`src/rtl/warships_pkg.sv`:
```
// Shared cell and shot-result encodings plus board address widths for the
// warships board controller and its memory interface.
package warships_pkg;

   localparam int X_ADDR_W   = 4;
   localparam int Y_ADDR_W   = 4;
   localparam int MEM_ADDR_W = X_ADDR_W + Y_ADDR_W;

   typedef enum logic [1:0] {
      EMPTY = 2'b00,
      SHIP  = 2'b01,
      MISS  = 2'b10,
      HIT   = 2'b11
   } cell_t;

   typedef enum logic [1:0] {
      RES_MISS    = 2'b00,
      RES_HIT     = 2'b01,
      RES_REPEAT  = 2'b10,
      RES_INVALID = 2'b11
   } shot_res_t;

endpackage

```
`src/rtl/board_sweep_cnt.sv`:
```
// Nested x/y counter for the board sweep: y runs fastest, x is the outer index.
// Exposes the successor coordinate so the caller can register it as an address.
module board_sweep_cnt #(
   parameter int X_SIZE       = 12,
   parameter int Y_SIZE       = 12,
   parameter int X_ADDR_WIDTH = 4,
   parameter int Y_ADDR_WIDTH = 4
) (
   input  logic                    clk,
   input  logic                    rst_n,
   input  logic                    start,
   input  logic                    step,
   output logic [X_ADDR_WIDTH-1:0] next_x,
   output logic [Y_ADDR_WIDTH-1:0] next_y,
   output logic                    done
);

   localparam logic [X_ADDR_WIDTH-1:0] X_LAST = X_ADDR_WIDTH'(X_SIZE - 1);
   localparam logic [Y_ADDR_WIDTH-1:0] Y_LAST = Y_ADDR_WIDTH'(Y_SIZE - 1);

   logic [X_ADDR_WIDTH-1:0] x_q;
   logic [Y_ADDR_WIDTH-1:0] y_q;

   always_ff @(posedge clk or negedge rst_n) begin
      if (!rst_n) begin
         x_q <= '0;
         y_q <= '0;
      end else if (start) begin
         x_q <= '0;
         y_q <= '0;
      end else if (step) begin
         x_q <= next_x;
         y_q <= next_y;
      end
   end

   always_comb begin
      next_x = x_q;
      next_y = y_q + 1'b1;
      if (y_q == Y_LAST) begin
         next_x = x_q + 1'b1;
         next_y = '0;
      end
   end

   assign done = (x_q == X_LAST) && (y_q == Y_LAST);

endmodule

```
`src/rtl/board_shot_ctl.sv`:
```
// Shot-resolution controller owning both board_mem ports: read-classify-write
// per shot, ship-cell counting with all_sunk, and a full-board clear sweep.
module board_shot_ctl
   import warships_pkg::*;
#(
   parameter int X_SIZE       = 12,
   parameter int Y_SIZE       = 12,
   parameter int X_ADDR_WIDTH = X_ADDR_W,
   parameter int Y_ADDR_WIDTH = Y_ADDR_W,
   parameter int CNT_WIDTH    = 8
) (
   input  logic                                 clk,
   input  logic                                 rst_n,
   input  logic                                 shot_valid,
   output logic                                 shot_ready,
   input  logic [X_ADDR_WIDTH-1:0]              shot_x,
   input  logic [Y_ADDR_WIDTH-1:0]              shot_y,
   output logic                                 result_valid,
   output logic [1:0]                           result,
   input  logic                                 clear_req,
   output logic                                 busy,
   input  logic                                 ships_load,
   input  logic [CNT_WIDTH-1:0]                 ships_count,
   output logic                                 all_sunk,
   output logic [X_ADDR_WIDTH+Y_ADDR_WIDTH-1:0] mem_read_addr,
   input  logic [1:0]                           mem_read_data,
   output logic [X_ADDR_WIDTH+Y_ADDR_WIDTH-1:0] mem_write_addr,
   output logic [1:0]                           mem_write_data,
   output logic                                 mem_write_enable
);

   localparam int AW = X_ADDR_WIDTH + Y_ADDR_WIDTH;
   localparam logic [X_ADDR_WIDTH:0] X_LIM = (X_ADDR_WIDTH + 1)'(X_SIZE);
   localparam logic [Y_ADDR_WIDTH:0] Y_LIM = (Y_ADDR_WIDTH + 1)'(Y_SIZE);

   typedef enum logic [2:0] {
      IDLE,
      READ,
      EVAL,
      RESP,
      CLEAR
   } state_t;

   state_t                  state_q, state_nxt;
   shot_res_t               result_q, eval_res;
   cell_t                   wdata_q, eval_data;
   logic                    eval_we;
   logic [CNT_WIDTH-1:0]    cnt_q, cnt_nxt;
   logic                    armed_q, armed_nxt;
   logic [X_ADDR_WIDTH-1:0] tgt_x, sw_next_x;
   logic [Y_ADDR_WIDTH-1:0] tgt_y, sw_next_y;
   logic                    sweep_start, sweep_step, sweep_done;

   // ---------------- FSM: state register ----------------
   always_ff @(posedge clk or negedge rst_n) begin
      if (!rst_n) state_q <= IDLE;
      else        state_q <= state_nxt;
   end

   // ---------------- FSM: next state ----------------
   always_comb begin
      state_nxt = state_q;
      unique case (state_q)
         IDLE: begin
            if (clear_req)       state_nxt = CLEAR;
            else if (shot_valid) state_nxt = READ;
         end
         READ:  state_nxt = EVAL;
         EVAL:  state_nxt = RESP;
         RESP:  state_nxt = IDLE;
         CLEAR: if (sweep_done) state_nxt = IDLE;
         default: state_nxt = IDLE;
      endcase
   end

   // ---------------- FSM: outputs ----------------
   always_comb begin
      shot_ready = (state_q == IDLE) && !clear_req;
      busy       = (state_q != IDLE);
   end

   // The latched target lives in mem_read_addr; it also becomes the write address.
   assign tgt_x = mem_read_addr[AW-1:Y_ADDR_WIDTH];
   assign tgt_y = mem_read_addr[Y_ADDR_WIDTH-1:0];

   always_comb begin
      eval_res  = RES_REPEAT;
      eval_we   = 1'b0;
      eval_data = EMPTY;
      if (({1'b0, tgt_x} >= X_LIM) || ({1'b0, tgt_y} >= Y_LIM)) begin
         eval_res = RES_INVALID;
      end else begin
         case (cell_t'(mem_read_data))
            EMPTY: begin
               eval_res  = RES_MISS;
               eval_we   = 1'b1;
               eval_data = MISS;
            end
            SHIP: begin
               eval_res  = RES_HIT;
               eval_we   = 1'b1;
               eval_data = HIT;
            end
            default: eval_res = RES_REPEAT;
         endcase
      end
   end

   assign sweep_start = (state_q == IDLE) && clear_req;
   assign sweep_step  = (state_q == CLEAR) && !sweep_done;

   board_sweep_cnt #(
      .X_SIZE      (X_SIZE),
      .Y_SIZE      (Y_SIZE),
      .X_ADDR_WIDTH(X_ADDR_WIDTH),
      .Y_ADDR_WIDTH(Y_ADDR_WIDTH)
   ) u_sweep (
      .clk   (clk),
      .rst_n (rst_n),
      .start (sweep_start),
      .step  (sweep_step),
      .next_x(sw_next_x),
      .next_y(sw_next_y),
      .done  (sweep_done)
   );

   // Memory-side and result registers; strobes default low and are re-armed per state.
   always_ff @(posedge clk or negedge rst_n) begin
      if (!rst_n) begin
         mem_read_addr    <= '0;
         mem_write_addr   <= '0;
         wdata_q          <= EMPTY;
         mem_write_enable <= 1'b0;
         result_valid     <= 1'b0;
         result_q         <= RES_MISS;
      end else begin
         result_valid     <= 1'b0;
         mem_write_enable <= 1'b0;
         case (state_q)
            IDLE: begin
               if (clear_req) begin
                  mem_write_addr   <= '0;
                  wdata_q          <= EMPTY;
                  mem_write_enable <= 1'b1;
               end else if (shot_valid) begin
                  mem_read_addr <= {shot_x, shot_y};
               end
            end
            EVAL: begin
               result_q         <= eval_res;
               result_valid     <= 1'b1;
               mem_write_enable <= eval_we;
               mem_write_addr   <= mem_read_addr;
               wdata_q          <= eval_data;
            end
            CLEAR: begin
               if (!sweep_done) begin
                  mem_write_addr   <= {sw_next_x, sw_next_y};
                  wdata_q          <= EMPTY;
                  mem_write_enable <= 1'b1;
               end
            end
            default: ;
         endcase
      end
   end

   assign result         = result_q;
   assign mem_write_data = wdata_q;

   // Decrement is applied on the RESP edge so all_sunk, computed from the next
   // counter value, rises in the cycle right after RESP.
   always_comb begin
      cnt_nxt   = cnt_q;
      armed_nxt = armed_q;
      if (state_q == CLEAR) begin
         cnt_nxt   = '0;
         armed_nxt = 1'b0;
      end else if (ships_load) begin
         cnt_nxt   = ships_count;
         armed_nxt = 1'b1;
      end else if ((state_q == RESP) && (result_q == RES_HIT) && (cnt_q != '0)) begin
         cnt_nxt = cnt_q - 1'b1;
      end
   end

   always_ff @(posedge clk or negedge rst_n) begin
      if (!rst_n) begin
         cnt_q    <= '0;
         armed_q  <= 1'b0;
         all_sunk <= 1'b0;
      end else begin
         cnt_q    <= cnt_nxt;
         armed_q  <= armed_nxt;
         all_sunk <= armed_nxt && (cnt_nxt == '0);
      end
   end

endmodule
```
`config.mk`:
```
export PLATFORM = sky130hd
export DESIGN_NAME = board_shot_ctl
export DESIGN_NICKNAME = d
export VERILOG_FILES = /design/src/rtl/warships_pkg.sv /design/src/rtl/board_sweep_cnt.sv /design/src/rtl/board_shot_ctl.sv
export SDC_FILE = /design/constraint.sdc
export NUM_CORES = 1
export LEC_CHECK = 0
export CAP_MARGIN = 10
export CELL_PAD_IN_SITES_DETAIL_PLACEMENT = 1
export CELL_PAD_IN_SITES_GLOBAL_PLACEMENT = 2
export CORE_ASPECT_RATIO = 1.75
export CORE_MARGIN = 1
export CORE_UTILIZATION = 35
export DETAILED_ROUTE_END_ITERATION = 8
export DONT_BUFFER_PORTS = 1
export GPL_TIMING_DRIVEN = 0
export HOLD_SLACK_MARGIN = 0.15
export PLACE_DENSITY = 0.8
export SYNTH_ARGS = -nofsm -noshare
export SYNTH_HDL_FRONTEND = slang
export SYNTH_HIERARCHICAL = 1
export SYNTH_SLANG_ARGS = --single-unit
```
`constraint.sdc`:
```
create_clock -name clk -period 2.24 [get_ports clk]
set_clock_uncertainty 0.05 [all_clocks]
set_input_delay 0.112 -clock clk [delete_from_list [all_inputs] [get_ports clk]]
set_output_delay 0.112 -clock clk [all_outputs]
set_load 0.03 [all_outputs]
```
==> results.yml, run 1 <==
outcome:
  status: "completed"
worst_hold_path:
  min_to: "all_sunk"
  hold_depth: 3
  hold_path.class: "in -> reg"
  holdCritStartpoint: "ships_count[2]"
setup_path:
  crit_buf_inv: 2
  endpoint_kind: "register"
  crit_slowest_cell: "dfrtp_2"
  critPathTopFamily: "simple AND/OR/NAND/NOR gates"
  crit_chain: "ha_2 > and3b_1 > buf_4 > nand2_2 > nor3b_2 > nor2_2 > buf_6 > nand4b_1 > or3_1 > a21oi_2"
  crit_arrival_ns: 2.36
  r2r_start: "u_sweep/y_q[0]"
  regToRegSetupSlack_ns: 0.06
  startpoint_type: "register"
  reg2reg_depth: 10
  rr_endpoint: "u_sweep/x_q[3]"
  critPathMaxFanout: 7
  worstSetupPathType: "reg -> reg"
  crit_path_max_incr_delay_ns: 0.44
  worstPathRequired_ns: 2.42
  startpoint: "u_sweep/y_q[0]"
global_routing:
  use_met2_pct: 40.9
  antenna_found_initial: 0
  grt-ovfl-total: 0
  grt_pass1_vias: 2119
  grtUsageMet1_pct: 18.4
  grt_pass1_wl_um: 10300
  grt_busiest_layer: "met2"
  grt_max_degree: 44
  gr-usage-met3_pct: 3.35
  grt_usage_pct: 19.9
yosys:
  syn_area_mm2: 0.00230
  synth_area_leaders: "dfrtp_1, nor2_1, a21oi_1, mux2_2, a22oi_1"
  syn_nets: 265
  synth-edff-count: 0
  synth-seq-cells: 43
  ys_warn_count: 6
  synth_top_area_share_pct: 46.8
  yosysSeqAreaShare_pct: 46.8
  avgSynthCellArea_um2: 9.67
  synth_flop_cell: "dfrtp_1"
  yosysTopAreaCell: "dfrtp_1"
  syn_inst: 238
  async_flop_share_pct: 100
  synth_cell_type_count: 46
die:
  dieArea_mm2: 0.00692
  rows: 38
  die_h_um: 109
  core_mm2: 0.00628
  ios: 48
  dieWidth_um: 63.3
  start_util_pct: 36.7
clock_network:
  htreeDepth: 2
  worstSkewPairLatency_ns: 0.30
  numCtsBuffers: 5
  cts-root-buf: "clkbuf_8"
  cts_buffer_depth: 2
  cts_sinks: 43
  cts_tree: "built"
  clkTransAtPathRegs_ns: 0.08
place:
  dpl.cell_count: 318
  gp_congestion: 0.763
  numPortBuffers: 0
  hpwlAfterDp_um: 4590
detailed_routing:
  ant_nets: 0
  drtIter0Drc: 68
  vias: 1915
  route.detailed.drc: 0
  vias_per_cell: 5.35
  wirelength_um: 6400
  firstDrtPassIters: 4
  routedWlPerCell_um: 17.9
layout:
  fin_cells: 358
  drive_gt1_share_pct: 19.1
  n_fill_cell: 741
  area_growth_pct: 25.3
  insertedDiodeCount: 0
  fin_nets: 304
  register_area_mm2: 0.00108
  multiInputGateArea_mm2: 0.00119
power:
  report.power.total_w: 0.00394
  ir_drop_v: 0.000505
  powerDensity_mw_per_mm2: 1370
  p_leak_nw: 1.27
timing:
  fmax_ghz: 0.458
  setup_tns_ns: 0
  finalSetupViolations: 0
  hold_violations: 0
  rsz0062_at_grt: "yes"
  slew_headroom_pct: 63.1
  hold_slack_ns: 0.215
  post-route-period-util_pct: 97.5
  drv_slew: 0
  worst_slew_pin_slew_ns: 0.552
  layout_min_cycle_time_ns: 2.18
flow_run:
  max-cap-violations: 0
kinds of logic after synthesis:
family,Yosys count,share of synthesized area [%]
flops,43,46.8
xor+xnor,6,2.28
buf+inv,21,4.24
mux,16,7.56
simple gates,95,22.6
fa+ha+maj,4,2.18
compound gates,53,14.4
state kept, by name, indices dropped and copies added (netlist names):
register and cells:
u_sweep/y_q 4, state_q 3, u_sweep/x_q 4, result 2
armed_q 1, mem_read_addr 8, mem_write_data 2, mem_write_addr 8
result_valid 1, cnt_q 8, mem_write_enable 1, all_sunk 1
cell usage after synthesis (2+ instances only):
| cell type | n |
|---|---|
| dfrtp_1 | 43 |
| nor2_1 | 37 |
| a21oi_1 | 24 |
| nand2_1 | 13 |
| inv_1 | 11 |
| nand3_1 | 10 |
| mux2_2 | 9 |
| a22oi_1 | 8 |
| clkbuf_1 | 7 |
| o21ai_0 | 6 |
| mux2i_1 | 5 |
| nand2b_1 | 5 |
| nor2b_1 | 5 |
| ha_1 | 4 |
| xnor2_1 | 4 |
| nand4b_1 | 3 |
| nor3_1 | 3 |
| nor3b_1 | 3 |
| a211oi_1 | 2 |
| a311oi_1 | 2 |
| and2_1 | 2 |
| buf_6 | 2 |
| mux2_1 | 2 |
| nand4_1 | 2 |
| o211a_1 | 2 |
| o21bai_1 | 2 |
| o31ai_1 | 2 |
| xor2_1 | 2 |
power breakdown:
group | total [W] | switching [W] | internal (W)
Sequential | 0.00184 | 0.000742 | 0.00110
Combinational | 0.00156 | 0.000850 | 0.000708
Clock | 0.000547 | 0.000265 | 0.000282
Total | 0.00394 | 0.00186 | 0.00209
layout by cell type (no fill, tap or decap), types with 2 or more instances in the layout:
master | synthesis | routed
o31ai_1 | 2 | 2
clkbuf_1 | 7 | 4
xor2_1 | 2 | 2
xnor2_1 | 4 | 4
nor2_1 | 37 | 36
mux2_2 | 9 | 9
dlygate4sd3_1 | 0 | 21
ha_2 | 0 | 2
nor3b_2 | 0 | 3
nand4_1 | 2 | 2
a211oi_1 | 2 | 2
dfrtp_1 | 43 | 40
nand4b_1 | 3 | 3
and2_1 | 2 | 2
nand2b_1 | 5 | 5
buf_6 | 2 | 2
a22oi_1 | 8 | 8
clkbuf_2 | 0 | 3
o21bai_1 | 2 | 2
buf_4 | 1 | 12
ha_1 | 4 | 2
o211a_1 | 2 | 2
nand2_1 | 13 | 12
inv_1 | 11 | 10
a21oi_1 | 24 | 22
o21ai_0 | 6 | 6
nor2b_1 | 5 | 5
mux2i_1 | 5 | 5
nor3_1 | 3 | 3
dfrtp_2 | 0 | 3
nand3_1 | 10 | 10
mux2_1 | 2 | 2
a311oi_1 | 2 | 2
clkbuf_8 | 0 | 7
final cells by class:
cell class | instances | area share (%)
inverters | 11 | 1.43
well taps | 80 | 3.47
clock buffers | 8 | 3.47
multi-input cells | 174 | 41.1
flip-flops and latches | 43 | 37.4
plain buffers | 10 | 2.21
repair buffers | 32 | 10.8
per-layer routing:
metal	share of wire, %	routed length, µm	vias up
met5	0	0	-
li1	-	-	915
met3	2.9	186	13
met2	60	3820	31
met1	35	2210	956
met4	2.9	188	0
worst reg2reg max path, stage by stage (launching register included):
cell and delay [ns]:
dfrtp_2 0.44, ha_2 0.21, and3b_1 0.17, buf_4 0.16, nand2_2 0.09, nor3b_2 0.05
nor2_2 0.15, buf_6 0.12, nand4b_1 0.17, or3_1 0.38, a21oi_2 0.14
how the worst max path moves through the flow:
stage / to / slack (ns) / cells past startpoint
floorplan: mem_write_data[0] / 0.006 / 9
global placement: mem_write_data[0] / -0.50 / 9
detailed placement: mem_write_data[0] / -0.54 / 9
CTS: all_sunk / 0.007 / 7
global route: u_sweep/x_q[3] / -0.03 / 10
finish: u_sweep/x_q[3] / 0.06 / 10
through the flow:
stage               cell area [µm²]  worst slack, ns  utilization [%]
finish                         2880           0.0568             46.0
global route                   2880          -0.0329             46.0
CTS                            2800          0.00686             44.6
detailed placement             2400           -0.543             38.3
global placement               2400           -0.500             38.3
floorplan                      2300          0.00623                -
what timing repair did:
item                                    4_1_cts  5_1_grt
hold buffers                                 22        0
hold endpoints to repair                     67        0
endpoints found under the setup margin       12       15
gates resized for setup                       9       16
setup buffers                                 5        5
pin swaps                                     1        4
Power figures use the tool's default switching activity.
==> run 2: changes to the inputs <==
--- a/config.mk
+++ b/config.mk
@@ -9,8 +9,9 @@
 export CELL_PAD_IN_SITES_DETAIL_PLACEMENT = 1
 export CELL_PAD_IN_SITES_GLOBAL_PLACEMENT = 2
 export CORE_ASPECT_RATIO = 1.75
-export CORE_MARGIN = 1
+export CORE_MARGIN = 2
 export CORE_UTILIZATION = 35
+export CTS_CLUSTER_SIZE = 25
 export DETAILED_ROUTE_END_ITERATION = 8
 export DONT_BUFFER_PORTS = 1
 export GPL_TIMING_DRIVEN = 0
==> results.yml, run 2 (synthesized netlist as in run 1, its figures left out) <==
outcome:
  status: "completed"
clock_network:
  htreeDepth: 2
  clkTransAtPathRegs_ns: 0.07
  cts_buffer_depth: 2
  cts_tree: "built"
  cts_sinks: 43
  numCtsBuffers: 5
  worstSkewPairLatency_ns: 0.29
  cts-root-buf: "clkbuf_16"
power:
  ir_drop_v: 0.000849
  p_leak_nw: 1.28
  powerDensity_mw_per_mm2: 1480
place:
  dpl-instance-area_mm2: 0.00240
  hpwlAfterDp_um: 4690
  numPortBuffers: 0
  gp_congestion: 0.840
die:
  core_mm2: 0.00644
  die_h_um: 111
  dieArea_mm2: 0.00726
  ios: 48
  start_util_pct: 35.7
  rows: 39
  dieWidth_um: 65.3
timing:
  drv_slew: 0
  rsz0062_at_grt: "yes"
  hold_slack_ns: 0.138
  layout_min_cycle_time_ns: 2.22
  setup_tns_ns: 0
  post-route-period-util_pct: 99.1
  slew_headroom_pct: 57.1
  worst_slew_pin_slew_ns: 0.644
  fmax_ghz: 0.451
  hold_violations: 0
  finalSetupViolations: 0
global_routing:
  grt_pass1_wl_um: 10800
  antenna_found_initial: 0
  grt_max_degree: 44
  grt_pass1_vias: 2046
  grt_usage_pct: 20.2
  grt-ovfl-total: 0
worst_hold_path:
  hold_path.class: "in -> reg"
layout:
  register_area_mm2: 0.00108
  largestRegisters: "cnt_q: 8 flops, mem_read_addr: 8 flops, mem_write_addr: 8 flops"
  final_cell_mix: "dfrtp_1, nor2_1, a21oi_1"
  n_fill_cell: 747
  mostFrequentLayoutCell: "dfrtp_1"
  stdcell_area_mm2: 0.00293
  drive_gt1_share_pct: 16.8
  insertedDiodeCount: 0
  area_growth_pct: 27.3
  multiInputGateArea_mm2: 0.00117
  final_util_pct: 45.5
  fin_nets: 300
detailed_routing:
  route.detailed.drc: 0
  ant_nets: 0
  drtIter0Drc: 55
  vias: 1906
  routedWlPerCell_um: 18.8
  wirelength_um: 6690
  vias_per_cell: 5.35
  firstDrtPassIters: 4
flow_run:
  max-cap-violations: 0
setup_path:
  startpoint_type: "register"
  critPathMaxFanout: 10
  worstSetupPathType: "reg -> reg"
  worstPathRequired_ns: 2.38
  crit_arrival_ns: 2.36
  endpoint_kind: "register"
==> run 2: cell type report <==
class                      count  share of cell area, %
buffer                        10                   2.14
clock buffer                   5                   4.27
clock inverter                 3                   2.31
inverter                      11                   1.41
multi-input combinational    174                   39.8
sequential                    43                   36.9
tap                           82                   3.50
timing repair buffer          28                   9.65
==> run 2: path summary, 6_finish.rpt <==
path / slack [ns] / end / depth (start not counted) / startpoint
worst max-delay path: 0.02 / all_sunk / 7 / result[1]
worst min-delay path: 0.14 / all_sunk / 4 / ships_count[3]
worst max register to register: 0.02 / all_sunk / 7 / result[1]
worst min register to register: 0.47 / armed_q / 2 / armed_q
max in group asynchronous: 1.61 / result[0] / 2 / rst_n
min in group asynchronous: 0.31 / u_sweep/x_q[2] / 2 / rst_n
==> run 2: where the power goes <==
part	switching (W)	leakage, nW	internal [W]
Combinational	0.000883	0.652	0.000669
Sequential	0.000736	0.534	0.00110
Clock	0.000317	0.0900	0.000639
==> run 2: repair_timing <==
| item | 4_1_cts | 5_1_grt |
|---|---|---|
| hold buffers | 22 | 0 |
| setup endpoints to repair | 16 | 16 |
| buffers inserted | 6 | 0 |
| endpoints found under the hold margin | 67 | 0 |
| pin swaps | 2 | 0 |
| gates resized for setup | 10 | 8 |
==> run 2: through the flow <==
| step | setup slack, ns | std cells | power, W |
|---|---|---|---|
| 2_1_floorplan | 0.00623 | 238 | 0.00277 |
| 3_3_place_gp | -0.790 | 320 | 0.00317 |
| 3_5_place_dp | -0.731 | 320 | 0.00321 |
| 4_1_cts | 0.0219 | 356 | 0.00438 |
| 5_1_grt | -0.0897 | 356 | 0.00462 |
| 6_report | 0.0209 | 356 | 0.00434 |
==> run 2: metal layers <==
metal | up-vias | track usage, % | share of wire (%)
li1 | 910 | - | -
met1 | 958 | 19.9 | 35
met2 | 28 | 39.7 | 60
met3 | 10 | 3.55 | 2.8
met4 | 0 | 7.78 | 2.3
met5 | - | 0 | 0
==> run 2: critical path, cell delays in order (launching register included) <==
cell      delay [ns]
dfrtp_2         0.48
and4bb_1        0.31
buf_6           0.15
nand4_4         0.10
or4b_1          0.52
a31oi_2         0.23
a21oi_1         0.08
and4_1          0.20
==> run 3: changes to the inputs <==
--- a/config.mk
+++ b/config.mk
@@ -5,12 +5,12 @@
 export SDC_FILE = /design/constraint.sdc
 export NUM_CORES = 1
 export LEC_CHECK = 0
-export CAP_MARGIN = 10
+export ABC_AREA = 1
 export CELL_PAD_IN_SITES_DETAIL_PLACEMENT = 1
 export CELL_PAD_IN_SITES_GLOBAL_PLACEMENT = 2
 export CORE_ASPECT_RATIO = 1.75
 export CORE_MARGIN = 2
-export CORE_UTILIZATION = 35
+export CORE_UTILIZATION = 32
 export CTS_CLUSTER_SIZE = 25
 export DETAILED_ROUTE_END_ITERATION = 8
 export DONT_BUFFER_PORTS = 1
==> results.yml, run 3 <==
outcome:
  status: "completed"
layout:
  register_area_mm2: 0.00108
  insertedDiodeCount: 0
  multiInputGateArea_mm2: 0.00108
  mostFrequentLayoutCell: "nand2_1"
  n_fill_cell: 923
  drive_gt1_share_pct: 8.73
  largestRegisters: "cnt_q: 8 flops, mem_read_addr: 8 flops, mem_write_addr: 8 flops"
  fin_nets: 381
  final_util_pct: 40.3
  final_cell_mix: "nand2_1, inv_1, dfrtp_1"
  area_growth_pct: 22.0
timing:
  hold_violations: 0
  layout_min_cycle_time_ns: 2.04
  setup_tns_ns: 0
  drv_slew: 0
  worst_slew_pin_slew_ns: 0.507
  rsz0062_at_grt: "no"
  fmax_ghz: 0.491
  finalSetupViolations: 0
  post-route-period-util_pct: 90.9
  slew_headroom_pct: 66.2
yosys:
  syn_inst: 323
  synth_top_area_share_pct: 45.3
  syn_area_mm2: 0.00238
  synth_area_leaders: "dfrtp_1, nand2_1, inv_1, nor2_1, o21ai_0"
  synth_cell_type_count: 33
  async_flop_share_pct: 100
  syn_nets: 350
  synth_flop_cell: "dfrtp_1"
  synth_most_common_cell: "nand2_1"
  avgSynthCellArea_um2: 7.36
  synth-edff-count: 0
  synth_commonest_cells: "nand2_1, inv_1, dfrtp_1, nor2_1, o21ai_0"
  ys_warn_count: 6
  yosysSeqAreaShare_pct: 45.3
  yosysTopAreaCell: "dfrtp_1"
  synth-seq-cells: 43
clock_network:
  cts-root-buf: "clkbuf_16"
  htreeDepth: 2
  numCtsBuffers: 5
  cts_tree: "built"
  worstSkewPairLatency_ns: 0.28
  postCtsSetupRepairBufs: 0
  cts_sinks: 43
  cts_buffer_depth: 2
  clkTransAtPathRegs_ns: 0.06
global_routing:
  grt-ovfl-total: 0
  antenna_found_initial: 0
  grt_pass1_wl_um: 11200
  grt_max_degree: 44
  grt_pass1_vias: 2334
  grt_usage_pct: 17.1
detailed_routing:
  vias: 2121
  firstDrtPassIters: 4
  routedWlPerCell_um: 15.1
  wirelength_um: 6650
  drtIter0Drc: 67
  vias_per_cell: 4.81
  ant_nets: 0
  route.detailed.drc: 0
die:
  dieWidth_um: 69.1
  core_mm2: 0.00718
  die_h_um: 118
  ios: 48
  dieArea_mm2: 0.00816
  rows: 41
  start_util_pct: 33.1
setup_path:
  crit_slowest_cell: "nor3_4"
  crit_path_max_incr_delay_ns: 0.43
  crit_arrival_ns: 2.15
  critPathMaxFanout: 10
  endpoint_kind: "register"
  startpoint_type: "register"
  crit_buf_inv: 2
  crit_chain: "ha_1 > nand3_4 > nor4_1 > inv_1 > nor2_1 > nor3_4 > inv_4 > a32o_1"
  r2r_start: "u_sweep/y_q[0]"
  regToRegSetupSlack_ns: 0.20
  reg2reg_depth: 8
  worstPathRequired_ns: 2.36
  critPathTopFamily: "simple AND/OR/NAND/NOR gates"
  rr_endpoint: "mem_write_data[0]"
  worstSetupPathType: "reg -> reg"
place:
  gp_congestion: 0.811
  numPortBuffers: 0
  hpwlAfterDp_um: 5130
power:
  ir_drop_v: 0.000579
  powerDensity_mw_per_mm2: 813
  p_leak_nw: 1.60
flow_run:
  max-cap-violations: 0
worst_hold_path:
  hold_path.class: "in -> async"
run 3: cell count changes after synthesis, sizes merged, moves of 5 or more:
cell,before,now
nand2,13,122
inv,11,55
a21oi,24,8
mux2,11,1
o21ai,6,16
a22oi,8,1
clkbuf,7,1
mux2i,5,0
nand2b,5,0
nor2b,5,0
run 3: area by class of cell:
| cell class | count | area share, % |
|---|---|---|
| sequential | 43 | 37.1 |
| buffer | 3 | 0.475 |
| multi-input combinational | 222 | 37.2 |
| inverter | 55 | 7.21 |
| tap | 86 | 3.71 |
| timing repair buffer | 24 | 8.89 |
| clock buffer | 8 | 5.40 |
run 3: cell families (layout without fill, tap and decap cells):
family | Yosys count | count (layout) | share of synthesized area, %
buffers and inverters | 58 | 90 | 9.37
adder cells (fa/ha/maj) | 4 | 4 | 2.11
AO/OA/AOI/OAI | 31 | 31 | 7.42
flip-flops | 43 | 43 | 45.3
XOR/XNOR | 4 | 4 | 1.79
multiplexers | 1 | 1 | 0.474
AND/OR/NAND/NOR | 182 | 182 | 33.5
run 3: per-stage QoR:
| step | instance area, µm² | cells | hold WS [ns] | total power [W] | worst slack, ns |
|---|---|---|---|---|---|
| final | 2900 | 441 | 0.284 | 0.00236 | 0.205 |
| after detailed placement | 2480 | 409 | -0.232 | 0.00156 | 0.213 |
| after global routing | 2900 | 441 | 0.306 | 0.00249 | 0.0617 |
| after floorplan | 2380 | 323 | -0.234 | 0.00143 | 0.510 |
| after CTS | 2900 | 441 | 0.301 | 0.00239 | 0.211 |
| after global placement | 2480 | 409 | -0.232 | 0.00154 | 0.229 |
run 3: worst max path at each step:
stage / start / to / slack [ns] / cells after the start
after floorplan: u_sweep/y_q[0] / mem_write_data[0] / 0.51 / 8
after global placement: u_sweep/y_q[0] / mem_write_data[0] / 0.23 / 8
after detailed placement: u_sweep/y_q[0] / mem_write_data[0] / 0.21 / 8
after CTS: result[1] / all_sunk / 0.21 / 13
after global routing: u_sweep/y_q[0] / mem_write_data[0] / 0.06 / 8
final: u_sweep/y_q[0] / mem_write_data[0] / 0.20 / 8
run 3: what timing repair did:
action                                  4_1_cts  5_1_grt
resized for setup                             0        0
hold buffers                                 24        0
endpoints found under the setup margin        0        0
endpoints found under the hold margin        68        0
run 3: routing by layer:
layer  up-vias  GRT usage, %  part of all wire [%]
li1       1052             -                     -
met1      1025          16.1                    34
met2        38          36.2                    62
met3         6          2.83                   3.1
met4         0          3.80                  0.98
met5         -             0                     0
run 3: where the power goes:
group          switching, W  internal, W
Clock              0.000288     0.000475
Combinational      0.000261     0.000198
Sequential         0.000243     0.000892
Total              0.000792      0.00156
